`src/rtl/maxpool2x2_stream_pkg.sv`:
```
// Shared types and frame constants for the 2x2 max-pool stage and the FC stage behind it.
// The FC stage derives its beat count from OUT_PIX.
package maxpool2x2_stream_pkg;

    localparam int DFLT_DATA_BITS   = 8;
    localparam int DFLT_CHANNEL_LEN = 3;
    localparam int DFLT_IN_W        = 8;
    localparam int DFLT_IN_H        = 8;

    localparam int OUT_PIX   = DFLT_IN_W * DFLT_IN_H / 4;
    localparam int OUT_IDX_W = (OUT_PIX > 1) ? $clog2(OUT_PIX) : 1;

    typedef logic signed [DFLT_DATA_BITS-1:0] sample_t;
    typedef sample_t [DFLT_CHANNEL_LEN-1:0]   beat_t;

endpackage

```
`src/rtl/maxpool2x2_stream_if.sv`:
```
// Pixel stream in, pooled stream out. The slave side is the pooler and the master side is the producer/consumer.
// There is no backpressure in either direction.
interface maxpool2x2_stream_if
    import maxpool2x2_stream_pkg::*;
#(
    parameter int DATA_BITS   = DFLT_DATA_BITS,
    parameter int CHANNEL_LEN = DFLT_CHANNEL_LEN,
    parameter int IN_W        = DFLT_IN_W,
    parameter int IN_H        = DFLT_IN_H
);
    localparam int NPIX  = IN_W * IN_H / 4;
    localparam int IDX_W = (NPIX > 1) ? $clog2(NPIX) : 1;

    logic                              in_val;
    logic [CHANNEL_LEN*DATA_BITS-1:0]  data_in;
    logic                              out_val;
    logic [CHANNEL_LEN*DATA_BITS-1:0]  data_out;
    logic [IDX_W-1:0]                  out_idx;
    logic                              frame_done;

    modport slave  (input in_val, data_in, output out_val, data_out, out_idx, frame_done);
    modport master (output in_val, data_in, input out_val, data_out, out_idx, frame_done);

endinterface

```
`src/rtl/maxpool2x2_stream_smax2.sv`:
```
// Signed maximum of two samples.
// This block is purely combinational, with no latency and no backpressure.
module smax2
    import maxpool2x2_stream_pkg::*;
#(
    parameter int DATA_BITS = DFLT_DATA_BITS
) (
    input  logic signed [DATA_BITS-1:0] a,
    input  logic signed [DATA_BITS-1:0] b,
    output logic signed [DATA_BITS-1:0] y
);

    assign y = (a > b) ? a : b;

endmodule

```
`src/rtl/maxpool2x2_stream.sv`:
```
// 2x2 stride-2 signed max-pool over a raster pixel stream, one pooled beat per window.
// Latency: 1 cycle from the bottom-right pixel of a window to out_val.
// Backpressure: none. Gaps on in_val freeze all state.
module maxpool2x2_stream
    import maxpool2x2_stream_pkg::*;
#(
    parameter int DATA_BITS   = DFLT_DATA_BITS,
    parameter int CHANNEL_LEN = DFLT_CHANNEL_LEN,
    parameter int IN_W        = DFLT_IN_W,
    parameter int IN_H        = DFLT_IN_H
) (
    input  logic                 clk,
    input  logic                 rst,
    maxpool2x2_stream_if.slave   bus
);

    localparam int BW    = CHANNEL_LEN * DATA_BITS;
    localparam int NPIX  = IN_W * IN_H / 4;
    localparam int IDX_W = (NPIX > 1) ? $clog2(NPIX) : 1;
    localparam int COL_W = $clog2(IN_W);
    localparam int ROW_W = $clog2(IN_H);
    localparam int LB_D  = IN_W / 2;
    localparam int LB_AW = (LB_D > 1) ? $clog2(LB_D) : 1;

    localparam logic [COL_W-1:0] COL_LAST = COL_W'(IN_W - 1);
    localparam logic [ROW_W-1:0] ROW_LAST = ROW_W'(IN_H - 1);
    localparam logic [IDX_W-1:0] IDX_LAST = IDX_W'(NPIX - 1);

    logic [COL_W-1:0] col;
    logic [ROW_W-1:0] row;
    logic [IDX_W-1:0] out_cnt;
    logic [LB_AW-1:0] lb_addr;

    logic [BW-1:0]    hold;
    logic [BW-1:0]    linebuf [LB_D];
    logic [BW-1:0]    lb_rd;
    logic [BW-1:0]    h_max;
    logic [BW-1:0]    v_max;

    logic             out_val_q;
    logic             frame_done_q;
    logic [BW-1:0]    data_out_q;
    logic [IDX_W-1:0] out_idx_q;

    assign lb_addr = LB_AW'(col >> 1);
    assign lb_rd   = linebuf[lb_addr];

    // Horizontal max feeds both the line buffer write and the vertical stage.
    for (genvar c = 0; c < CHANNEL_LEN; c++) begin : g_ch
        logic signed [DATA_BITS-1:0] din_c;
        logic signed [DATA_BITS-1:0] hold_c;
        logic signed [DATA_BITS-1:0] lb_c;
        logic signed [DATA_BITS-1:0] hmax_c;
        logic signed [DATA_BITS-1:0] vmax_c;

        assign din_c  = bus.data_in[c*DATA_BITS +: DATA_BITS];
        assign hold_c = hold[c*DATA_BITS +: DATA_BITS];
        assign lb_c   = lb_rd[c*DATA_BITS +: DATA_BITS];

        smax2 #(.DATA_BITS(DATA_BITS)) u_hmax (.a(hold_c), .b(din_c),  .y(hmax_c));
        smax2 #(.DATA_BITS(DATA_BITS)) u_vmax (.a(lb_c),   .b(hmax_c), .y(vmax_c));

        assign h_max[c*DATA_BITS +: DATA_BITS] = hmax_c;
        assign v_max[c*DATA_BITS +: DATA_BITS] = vmax_c;
    end

    // Datapath storage is always written before it is read, so it needs no reset.
    always_ff @(posedge clk) begin
        if (!rst && bus.in_val) begin
            if (!col[0]) begin
                hold <= bus.data_in;
            end else if (!row[0]) begin
                linebuf[lb_addr] <= h_max;
            end
        end
    end

    always_ff @(posedge clk) begin
        if (rst) begin
            col          <= '0;
            row          <= '0;
            out_cnt      <= '0;
            out_val_q    <= 1'b0;
            frame_done_q <= 1'b0;
            data_out_q   <= '0;
            out_idx_q    <= '0;
        end else begin
            out_val_q    <= 1'b0;
            frame_done_q <= 1'b0;
            if (bus.in_val) begin
                if (col == COL_LAST) begin
                    col <= '0;
                    row <= (row == ROW_LAST) ? '0 : row + 1'b1;
                end else begin
                    col <= col + 1'b1;
                end
                if (col[0] && row[0]) begin
                    data_out_q   <= v_max;
                    out_val_q    <= 1'b1;
                    out_idx_q    <= out_cnt;
                    frame_done_q <= (out_cnt == IDX_LAST);
                    out_cnt      <= (out_cnt == IDX_LAST) ? '0 : out_cnt + 1'b1;
                end
            end
        end
    end

    assign bus.out_val    = out_val_q;
    assign bus.frame_done = frame_done_q;
    assign bus.data_out   = data_out_q;
    assign bus.out_idx    = out_idx_q;

endmodule

```
`src/flat_wrapper.sv`:
```
// flat-port wrapper written by rule: the top's interface ports become plain ports
module maxpool2x2_stream_flat import maxpool2x2_stream_pkg::*;
#(
    parameter int DATA_BITS   = DFLT_DATA_BITS,
    parameter int CHANNEL_LEN = DFLT_CHANNEL_LEN,
    parameter int IN_W        = DFLT_IN_W,
    parameter int IN_H        = DFLT_IN_H
)
  (clk, rst, bus_in_val, bus_data_in, bus_out_val, bus_data_out, bus_out_idx, bus_frame_done);
  maxpool2x2_stream_if #(.DATA_BITS(DATA_BITS), .CHANNEL_LEN(CHANNEL_LEN), .IN_W(IN_W), .IN_H(IN_H)) bus_i ();
  input  logic clk;
  input  logic rst;
  input wire logic [$bits(bus_i.in_val)-1:0] bus_in_val;
  input wire logic [$bits(bus_i.data_in)-1:0] bus_data_in;
  output wire logic [$bits(bus_i.out_val)-1:0] bus_out_val;
  output wire logic [$bits(bus_i.data_out)-1:0] bus_data_out;
  output wire logic [$bits(bus_i.out_idx)-1:0] bus_out_idx;
  output wire logic [$bits(bus_i.frame_done)-1:0] bus_frame_done;
  assign bus_i.in_val = bus_in_val;
  assign bus_i.data_in = bus_data_in;
  assign bus_out_val = bus_i.out_val;
  assign bus_data_out = bus_i.data_out;
  assign bus_out_idx = bus_i.out_idx;
  assign bus_frame_done = bus_i.frame_done;
  maxpool2x2_stream #(.DATA_BITS(DATA_BITS), .CHANNEL_LEN(CHANNEL_LEN), .IN_W(IN_W), .IN_H(IN_H)) u_core (.clk(clk), .rst(rst), .bus(bus_i));
endmodule
```
`config.mk`:
```
export PLATFORM = sky130hd
export DESIGN_NAME = maxpool2x2_stream_flat
export DESIGN_NICKNAME = d
export VERILOG_FILES = /design/src/rtl/maxpool2x2_stream_pkg.sv /design/src/rtl/maxpool2x2_stream_if.sv /design/src/rtl/maxpool2x2_stream_smax2.sv /design/src/rtl/maxpool2x2_stream.sv /design/src/flat_wrapper.sv
export SDC_FILE = /design/constraint.sdc
export NUM_CORES = 1
export LEC_CHECK = 0
export CORE_MARGIN = 5
export CORE_UTILIZATION = 30
export DETAILED_ROUTE_END_ITERATION = 10
export SKIP_LAST_GASP = 1
export SYNTH_ARGS = -nofsm -noshare
export SYNTH_HDL_FRONTEND = slang
export SYNTH_SLANG_ARGS = --single-unit
export TNS_END_PERCENT = 100
```
`constraint.sdc`:
```
create_clock -name clk -period 12.9 [get_ports clk]
set_input_delay 2.58 -clock clk [delete_from_list [all_inputs] [get_ports clk]]
set_output_delay 2.58 -clock clk [all_outputs]
set_load 0.005 [all_outputs]
```
==> impl_metrics.ini <==
[critical_path]
arrival_ps = 7000
path_class = input port to register
required_ps = 13260
startpoint_type = input port
critPathMaxFanout = 22
cp-end-kind = register

[synth]
syn_inst = 569
syn_area_per_cell_sq_um = 13.4
yosysTopAreaCell = edfxtp_1
ys_seq_elements = 162
synth_top_area_frac = 0.474
yosys_warnings = 0
syn_area_sq_um = 7610
synth_edf_count = 120
synth_cell_types = 54
async_reset_ff_frac = 0
syn-num-nets = 649
yosysSeqAreaShare = 0.584
yosys-top-cells-area = edfxtp_1 47%, dfxtp_1 11%, ha_1 8.7%, mux4_2 6.8%, mux2i_1 3.7%
synthFlopType = edfxtp_1

[clock_network]
cts_tree = yes
cts.sinks = 162
post_cts_buffers = 0
root_buffer = clkbuf_16
h-tree-depth = 4
cts_buffer_depth = 2
hold_buffers = 0
cts.clk_slew.worst_paths_ps = 70
cts_resized = 0
numCtsBuffers = 17
worst_skew_pair.late_latency_ps = 430

[timing]
tightest_slew_ps = 1130
fin_tns_setup_ps = 0
rsz0062_at_grt = false
finalSetupViolations = 0
hold_ws_ps = 454
maxSlewViolCount = 0
hold_viol_final = 0
skew_ps = 18.7
timing.final.crit_share = 0.514
fmax_mhz = 151
period_needed_ps = 6630
max_slew_margin = 0.242

[global_routing]
grt_pass1_vias = 4685
grt_pass1_wl_mm = 25.1
track_usage = 0.111
grt_overflow = 0
grt_max_degree = 27
antenna_found_initial = 0

[placement]
port_buffers = 56
gp_congestion = 0.766
dpl_cell_area_sq_um = 8590
dp_hpwl_mm = 10.5

[final_layout]
area_growth_pct = 20.4
antennaDiodeCount = 0
utilization = 0.365
final_common_cell = edfxtp_1
drive_gt1_frac = 0.121
postLayoutCellArea_sq_um = 9160
nets = 713
final_cell_mix = 120 x edfxtp_1, 56 x clkdlybuf4s50_1, 55 x inv_1

[power_and_ir_drop]
power_mw = 1.20
irDropWorstVdd_mv = 0.0746
leakage_nw = 3.34
powerDensity_nw_per_um2 = 131

[detailed_routing]
dr.pass1.iters = 4
via_per_inst = 4.74
initialDrtViolationCount = 271
via_count = 4623
finalWirelength_mm = 15.3
drtAntennaViolNets = 0
route.detailed.drc = 0
routedWlPerCell_um = 15.6

[floorplan]
coreArea_sq_um = 25100
io_pins = 57
initial_core_util = 0.303
die_area_sq_um = 28600
die_h_um = 169
die_w_um = 169
rows = 58

[flow_run]
maxCapViolCount = 0

[status]
status = finished clean

[min_path]
hp-class = register to register
[synth_stat cells, drive strengths merged, types with 2 or more instances]
library cell and n:
inv 55, nand2 34, dfxtp 42, o221ai 3
edfxtp 120, and3 3, clkbuf 12, or3 2
and2 9, nor3 6, o21a 2, a21o 2
a31oi 8, nand2b 21, ha 53, nor4b 2
mux4 23, nand3b 2, nor2 14, a221o 15
a21oi 23, o22ai 3, o211ai 9, buf 8
o21ai 16, nand3 15, mux2i 28, nor3b 9
a211oi 4, nand4 6, nor2b 5
[final timing paths]
| check | start | endpoint | slack, ps | cells after the start |
|---|---|---|---|---|
| max reg2reg | u_core.hold[7] | u_core.bus.data_out[5] | 8570 | 15 |
| min | u_core.bus.out_idx[3] | u_core.bus.out_idx[3] | 450 | 2 |
| min reg2reg | u_core.bus.out_idx[3] | u_core.bus.out_idx[3] | 450 | 2 |
| max | bus_data_in[7] | u_core.bus.data_out[5] | 6270 | 17 |
[cells by family (layout without fill, tap and decap cells)]
family	Yosys count	in the layout	share of synthesized area
and+or+nand+nor	133	133	0.0946
AOI/OAI and AO/OA	93	93	0.0880
buffers and inverters	75	152	0.0383
DFF	162	162	0.584
xor gates and xnor gates	1	1	0.00115
adders and majority gates	53	53	0.0872
muxes	52	52	0.106
[metal layers]
layer,vias to the layer above,track usage,wire [um]
met4,0,0.0364,241
met5,-,0,0
met1,2242,0.150,7240
li1,2283,-,-
met2,79,0.178,7110
met3,19,0.0252,661
[worst max-delay path, stage by stage]
cell	delay, ps
clkdlybuf4s50_1	540
inv_1	60
ha_1	600
nand4_2	210
a211oi_2	170
nor3_1	70
buf_4	190
a31o_2	310
a221o_1	470
inv_1	90
ha_1	240
nand4_1	120
o32ai_1	100
mux2i_1	150
nand2_1	80
nor3_1	730
a221o_1	270
[metrics by stage]
step | cells | worst slack, ps
2_1_floorplan | 569 | 6930
3_3_place_gp | 944 | 5950
3_5_place_dp | 944 | 5880
4_1_cts | 976 | 6300
5_1_grt | 976 | 5850
6_report | 976 | 6270
[final cells by class]
cell class / count / area (sq um)
clock buffers: 18 / 429
clock inverters: 14 / 144
fillers: 2438 / 16000
inverters: 55 / 206
multi-input cells: 332 / 2890
flip-flops and latches: 162 / 4450
well taps: 330 / 413
repair buffers: 65 / 628
[flip-flops by register name, indices dropped and copies added, names as in the netlist, named ones only]
name	flops
u_core.bus.out_val	1
u_core.hold	24
u_core.linebuf	96
u_core.col	3
u_core.bus.frame_done	1
u_core.row	3
u_core.out_cnt	4
u_core.bus.out_idx	4
u_core.bus.data_out	24
[power by group]
part           leakage, nW  total (mW)  internal (mW)  switching, mW
combinational         1.64       0.129         0.0563         0.0727
clock                0.274       0.493          0.272          0.221
sequential            1.43       0.581          0.574        0.00693
Note: power is estimated with default switching activity, not from simulation.
